File: src/rtl/intc_ctrl.sv
// ----------------------------------------------------------------------------
// intc_ctrl - interrupt controller for the single-cycle IO processor.
//
// Latches requests from NIRQ external lines, arbitrates them by fixed
// priority (lowest index wins) and forces the PC to a per-line vector
// VEC_BASE + 2*i. The interrupted PC is saved in epc and restored on RETI.
// The irq_take/ret_take outputs override the uc jump select in the PC mux.
// irq_take also squashes register/port writes in the take cycle.
//
// Build option:
//   INTC_LEVEL_EN  defined   -> level-sensitive requests (pending = irq).
//                  undefined -> edge-latched requests (default).
//
// Ports:
//   clk       in   system clock, rising edge
//   reset     in   asynchronous active-high reset
//   irq       in   [NIRQ]  request lines (synchronous to clk)
//   mask_we   in   enable-mask write strobe
//   mask_d    in   [NIRQ]  new enable mask (1 = enabled)
//   pc_cur    in   [PC_W]  address of the instruction executing this cycle
//   reti      in   decoded RETI strobe
//   halt      in   uc fin; blocks interrupt take
//   irq_take  out  PC mux select: load vec on the next edge
//   vec       out  [PC_W]  vector address (0 unless irq_take)
//   ret_take  out  PC mux select: load ret_addr on the next edge
//   ret_addr  out  [PC_W]  saved PC (epc)
//   in_isr    out  handler active
//   pending   out  [NIRQ]  latched requests
//   mask      out  [NIRQ]  current enable mask
//   err       out  sticky: RETI received outside a handler
// ----------------------------------------------------------------------------
module intc_ctrl #(
    parameter int unsigned    PC_W     = 10,
    parameter int unsigned    NIRQ     = 4,
    parameter logic [PC_W-1:0] VEC_BASE = 10'h3F0
) (
    input  logic            clk,
    input  logic            reset,
    input  logic [NIRQ-1:0] irq,
    input  logic            mask_we,
    input  logic [NIRQ-1:0] mask_d,
    input  logic [PC_W-1:0] pc_cur,
    input  logic            reti,
    input  logic            halt,
    output logic            irq_take,
    output logic [PC_W-1:0] vec,
    output logic            ret_take,
    output logic [PC_W-1:0] ret_addr,
    output logic            in_isr,
    output logic [NIRQ-1:0] pending,
    output logic [NIRQ-1:0] mask,
    output logic            err
);

    localparam int unsigned ID_W = (NIRQ > 1) ? $clog2(NIRQ) : 1;

    typedef enum logic [1:0] {
        IDLE = 2'd0,
        TAKE = 2'd1,
        ISR  = 2'd2,
        RET  = 2'd3
    } state_t;

    state_t          state, state_n;
    logic [ID_W-1:0] cur_id;
    logic [ID_W-1:0] win_id;
    logic            found;
    logic            take_go;
    logic [PC_W-1:0] epc;
    logic [NIRQ-1:0] cand;

`ifndef INTC_LEVEL_EN
    logic [NIRQ-1:0] irq_q;
    logic [NIRQ-1:0] irq_edge;
    logic [NIRQ-1:0] clr;
    logic [NIRQ-1:0] pend_r;

    assign irq_edge = irq & ~irq_q;
    assign pending  = pend_r;
`else
    // Level mode: the request line itself is the pending bit; the handler
    // must deassert the line, so nothing is latched or cleared here.
    assign pending = irq;
`endif

    assign cand     = pending & mask;
    assign ret_addr = epc;

    // Fixed priority: lowest index wins.
    always_comb begin
        found  = 1'b0;
        win_id = '0;
        for (int unsigned i = 0; i < NIRQ; i++) begin
            if (cand[i] && !found) begin
                found  = 1'b1;
                win_id = ID_W'(i);
            end
        end
    end

    always_comb begin
        state_n  = state;
        take_go  = 1'b0;
        irq_take = 1'b0;
        ret_take = 1'b0;
        in_isr   = 1'b0;
        vec      = '0;
`ifndef INTC_LEVEL_EN
        clr      = '0;
`endif
        case (state)
            IDLE: begin
                if (found && !halt) begin
                    state_n = TAKE;
                    take_go = 1'b1;
`ifndef INTC_LEVEL_EN
                    clr[win_id] = 1'b1;
`endif
                end
            end
            TAKE: begin
                irq_take = 1'b1;
                vec      = VEC_BASE + (PC_W'(cur_id) << 1);
                state_n  = ISR;
            end
            ISR: begin
                in_isr = 1'b1;
                if (reti && !halt) begin
                    state_n = RET;
                end
            end
            RET: begin
                ret_take = 1'b1;
                state_n  = IDLE;
            end
            default: state_n = IDLE;
        endcase
    end

    always_ff @(posedge clk or posedge reset) begin
        if (reset) begin
            state  <= IDLE;
            cur_id <= '0;
            epc    <= '0;
            err    <= 1'b0;
            mask   <= '0;
`ifndef INTC_LEVEL_EN
            pend_r <= '0;
            // All ones: a line already high at reset release must fall and
            // rise again before it requests.
            irq_q  <= '1;
`endif
        end else begin
            state <= state_n;
            if (take_go) begin
                cur_id <= win_id;
            end
            // The instruction in the take cycle is squashed, so it is the
            // one that re-executes after return.
            if (state == TAKE) begin
                epc <= pc_cur;
            end
            if (reti && (state == IDLE || state == TAKE)) begin
                err <= 1'b1;
            end
            if (mask_we) begin
                mask <= mask_d;
            end
`ifndef INTC_LEVEL_EN
            irq_q  <= irq;
            pend_r <= (pend_r & ~clr) | irq_edge;
`endif
        end
    end

endmodule

File: config.mk
export PLATFORM = sky130hd
export DESIGN_NAME = intc_ctrl
export DESIGN_NICKNAME = d
export VERILOG_FILES = /design/src/rtl/intc_ctrl.sv
export SDC_FILE = /design/constraint.sdc
export NUM_CORES = 1
export LEC_CHECK = 0
export CELL_PAD_IN_SITES_DETAIL_PLACEMENT = 1
export CELL_PAD_IN_SITES_GLOBAL_PLACEMENT = 2
export CORE_ASPECT_RATIO = 1.5
export CORE_MARGIN = 1
export CORE_UTILIZATION = 23
export DETAILED_ROUTE_END_ITERATION = 8
export PLACE_DENSITY = 0.74
export SLEW_MARGIN = 20
export SYNTH_ARGS = -nofsm -noshare
export SYNTH_HDL_FRONTEND = slang
export SYNTH_SLANG_ARGS = --single-unit
File: constraint.sdc
create_clock -name clk -period 1.8 [get_ports clk]
set_clock_uncertainty 0.15 [all_clocks]
set_input_delay 0.45 -clock clk [delete_from_list [all_inputs] [get_ports clk]]
set_output_delay 0.45 -clock clk [all_outputs]
set_load 0.02 [all_outputs]
==> flow_results.xml <==
<?xml version="1.0" encoding="UTF-8"?>
<metrics>
  <group name="sta">
    <metric name="rsz0062_at_grt" unit="">yes</metric>
    <metric name="drv_slew" unit="">0</metric>
    <metric name="holdWs" unit="ns">0.318</metric>
    <metric name="number_of_endpoints_with_negative_hold_slack_in_the_final_report" unit="">0</metric>
    <metric name="fmax" unit="MHz">546</metric>
    <metric name="finalCritPeriodShare" unit="%">102</metric>
    <metric name="timing.setup.tns" unit="ns">-0.0299</metric>
    <metric name="minimum_period_implied_by_the_final_worst_setup_slack" unit="ns">1.83</metric>
    <metric name="setup_violating_endpoint_count_in_the_final_report" unit="">1</metric>
    <metric name="setup_ws" unit="ns">-0.0299</metric>
  </group>
  <group name="grt">
    <metric name="grt_pass1_wl" unit="microns">5300</metric>
    <metric name="antenna_found_initial" unit="">0</metric>
    <metric name="first_global_vias" unit="">1072</metric>
    <metric name="grt_util_all_layers" unit="%">12.1</metric>
    <metric name="grt-ovfl-total" unit="">0</metric>
    <metric name="grt_start_max_net_pins" unit="">28</metric>
  </group>
  <group name="hold_path">
    <metric name="holdCritStartpoint" unit="">err</metric>
    <metric name="min_path_cells" unit="">1</metric>
    <metric name="worst_hold_path_type" unit="">reg2reg</metric>
    <metric name="whs_endpoint" unit="">err</metric>
  </group>
  <group name="final_layout">
    <metric name="area_growth" unit="%">64.5</metric>
    <metric name="fin_util" unit="%">39.8</metric>
    <metric name="layout.filler_cells" unit="">576</metric>
    <metric name="antennaDiodeCount" unit="">0</metric>
    <metric name="nets" unit="">191</metric>
    <metric name="most-common-layout-cells" unit="">sky130_fd_sc_hd__dfrtp_1, sky130_fd_sc_hd__clkdlybuf4s50_1, sky130_fd_sc_hd__dlygate4sd2_1</metric>
    <metric name="layout-drive-gt1-share" unit="%">32.1</metric>
    <metric name="design_area" unit="sq um">2070</metric>
  </group>
  <group name="clocking">
    <metric name="clk_pin_slew_worst_paths" unit="ns">0.09</metric>
    <metric name="cts.hold.buffers_added" unit="">0</metric>
    <metric name="htreeDepth" unit="">1</metric>
    <metric name="cts_made_buffers" unit="">3</metric>
    <metric name="clock_tree.buffer_depth" unit="">2</metric>
    <metric name="clock_sinks" unit="">27</metric>
    <metric name="clk_root_buffer_cell" unit="">sky130_fd_sc_hd__clkbuf_8</metric>
    <metric name="cts_tree" unit="">done</metric>
    <metric name="clock_latency" unit="ns">0.27</metric>
  </group>
  <group name="detailed_routing">
    <metric name="route.detailed.wl_per_inst" unit="microns">14.2</metric>
    <metric name="drt_first_pass_iters" unit="">2</metric>
    <metric name="detail_route_antenna_nets" unit="">0</metric>
    <metric name="route.detailed.drc" unit="">0</metric>
    <metric name="route.detailed.vias_per_inst" unit="">4.27</metric>
    <metric name="routed-via-count" unit="">983</metric>
    <metric name="drt_wl_total" unit="microns">3260</metric>
    <metric name="detailedRoute.firstIterationViolations" unit="">5</metric>
  </group>
  <group name="worst_setup_path">
    <metric name="worst_path_dominant_cell_family" unit="">compound AO/OA/AOI/OAI gates</metric>
    <metric name="r2r-end" unit="">state[1]</metric>
    <metric name="worst-r2r-cell-count" unit="">6</metric>
    <metric name="critPathCaptureType" unit="">flop</metric>
    <metric name="worstPathArrival" unit="ns">1.85</metric>
    <metric name="critPathBufInv" unit="">2</metric>
    <metric name="cp.depth" unit="">6</metric>
    <metric name="timing.critical_path.required" unit="ns">1.82</metric>
    <metric name="timing.setup.critical_path_class" unit="">reg2reg</metric>
    <metric name="worstPathCellList" unit="">inv_2 -&gt; buf_6 -&gt; ha_4 -&gt; o21a_1 -&gt; a311oi_2 -&gt; mux2_4</metric>
    <metric name="reg2reg_from" unit="">state[0]</metric>
    <metric name="regToRegSetupSlack" unit="ns">-0.03</metric>
    <metric name="critical_path.max_fanout" unit="">3</metric>
    <metric name="worstSetupStartpointType" unit="">flop</metric>
    <metric name="critical-path-slowest-cell" unit="">sky130_fd_sc_hd__dfrtp_2</metric>
    <metric name="critical_path.max_stage_delay" unit="ns">0.42</metric>
  </group>
  <group name="floorplan">
    <metric name="top_level_ports" unit="">55</metric>
    <metric name="die_height" unit="microns">92.6</metric>
    <metric name="die_width" unit="microns">62.4</metric>
    <metric name="die_area" unit="sq um">5780</metric>
    <metric name="core_area" unit="sq um">5200</metric>
    <metric name="row_count" unit="">32</metric>
    <metric name="start_util" unit="%">24.2</metric>
  </group>
  <group name="logic_synthesis">
    <metric name="synth_seq_cells" unit="">27</metric>
    <metric name="area_of_the_mapped_netlist" unit="sq um">1260</metric>
    <metric name="syn_area_per_cell" unit="sq um">13.0</metric>
    <metric name="synth.yosys.seq_area_share" unit="%">54.1</metric>
    <metric name="synth_cell_types" unit="">29</metric>
    <metric name="ys_warn_count" unit="">0</metric>
    <metric name="postSynthCellCount" unit="">97</metric>
  </group>
  <group name="place">
    <metric name="port_buffers" unit="">52</metric>
    <metric name="placedInstanceArea" unit="sq um">1930</metric>
    <metric name="dp_hpwl" unit="microns">2520</metric>
    <metric name="place_congestion" unit="">0.752</metric>
  </group>
  <group name="power_and_ir_drop">
    <metric name="peakVddDrop" unit="mV">0.443</metric>
    <metric name="power_leakage" unit="nW">0.910</metric>
    <metric name="areal_power_density_over_the_cells" unit="nW/um^2">1570</metric>
  </group>
  <group name="job">
    <metric name="cap_viol_max_count" unit="">0</metric>
  </group>
  <group name="status">
    <metric name="failed_checks" unit="">negative setup slack</metric>
    <metric name="outcome" unit="">finished with violations</metric>
  </group>
</metrics>
-- routing by layer --
| metal | vias to the layer above | global-route usage, % | part of all wire, % |
|---|---|---|---|
| li1 | 457 | - | - |
| met1 | 482 | 12.2 | 34 |
| met2 | 40 | 22.4 | 58 |
| met3 | 4 | 2.83 | 6.0 |
| met4 | 0 | 6.40 | 2.2 |
| met5 | - | 0 | 0 |
-- Yosys cell counts, drive strengths merged --
cell type / count / share of area, %
dfrtp: 23 / 46
mux2: 15 / 14
buf: 10 / 5.8
inv: 8 / 2.4
ha: 5 / 5.0
a22o: 4 / 2.8
dfstp: 4 / 8.3
and2: 3 / 1.5
nand2: 3 / 0.89
o21ai: 3 / 1.2
a22oi: 2 / 2.7
a2bb2oi: 2 / 1.4
and2b: 2 / 1.2
nand3: 2 / 0.80
a2111o: 1 / 0.89
a21boi: 1 / 0.60
a311oi: 1 / 1.2
a41oi: 1 / 0.70
and3: 1 / 0.50
conb: 1 / 0.30
nand2b: 1 / 0.50
nand4: 1 / 0.50
nor2b: 1 / 0.50
nor3: 1 / 0.40
o21a: 1 / 0.60
-- timing repair --
item | CTS | global route
pin swaps | 1 | 5
gates resized for setup | 89 | 17
setup buffers | 2 | 3
setup endpoints to repair | 38 | 17
-- stage by stage --
stage	setup WS (ns)	cells	total power [mW]
after floorplan	-0.0180	98	1.94
after global placement	-0.179	222	2.67
after detailed placement	-0.244	222	2.76
after CTS	-0.0941	228	3.11
after global routing	-0.0769	230	3.47
final	-0.0299	230	3.26
-- area by class of cell --
class / instances / area [sq um] / share of cell area [%]
timing repair buffer: 70 / 688 / 33.2
multi-input combinational: 53 / 537 / 25.9
tap: 68 / 85.1 / 4.11
clock inverter: 1 / 7.51 / 0.363
sequential: 27 / 682 / 32.9
clock buffer: 3 / 41.3 / 1.99
inverter: 8 / 30.0 / 1.45
-- report_power, final --
| part | internal (mW) | switching (mW) | total [mW] | leakage, nW |
|---|---|---|---|---|
| logic | 1.04 | 0.931 | 1.97 | 0.590 |
| registers | 0.814 | 0.123 | 0.937 | 0.299 |
| clock network | 0.157 | 0.196 | 0.353 | 0.0217 |
| total | 2.01 | 1.25 | 3.26 | 0.910 |
-- registers in the layout (all words and copies together) (netlist names) --
signal    flops
ret_addr     10
irq_q         4
mask          4
pending       4
cur_id        2
state         2
err           1
-- how the worst max path moves through the flow --
stage          startpoint  endpoint  slack, ns
4_1_cts          state[1]  state[1]      -0.09
3_3_place_gp         reti  state[1]      -0.18
3_5_place_dp         reti  state[1]      -0.24
6_report         state[0]  state[1]      -0.03
5_1_grt          state[0]  state[1]      -0.08
2_1_floorplan    state[1]    vec[1]      -0.02
-- worst register-to-register path, cell delays in order, from the launching register on --
cell,delay [ns]
sky130_fd_sc_hd__dfrtp_2,0.42
sky130_fd_sc_hd__inv_2,0.07
sky130_fd_sc_hd__buf_6,0.13
sky130_fd_sc_hd__ha_4,0.15
sky130_fd_sc_hd__o21a_1,0.18
sky130_fd_sc_hd__a311oi_2,0.29
sky130_fd_sc_hd__mux2_4,0.33
-- logic make-up (layout without fill, tap and decap cells) --
logic type | Yosys count | in the layout | synth area share [%]
and+or+nand+nor | 15 | 15 | 6.76
other | 1 | 2 | 0.298
muxes | 15 | 15 | 13.7
adders and majority gates | 5 | 5 | 4.97
DFF | 27 | 27 | 54.1
AOI/OAI and AO/OA | 16 | 16 | 12.0
buffers and inverters | 18 | 82 | 8.15
Power figures use the tool's default switching activity.
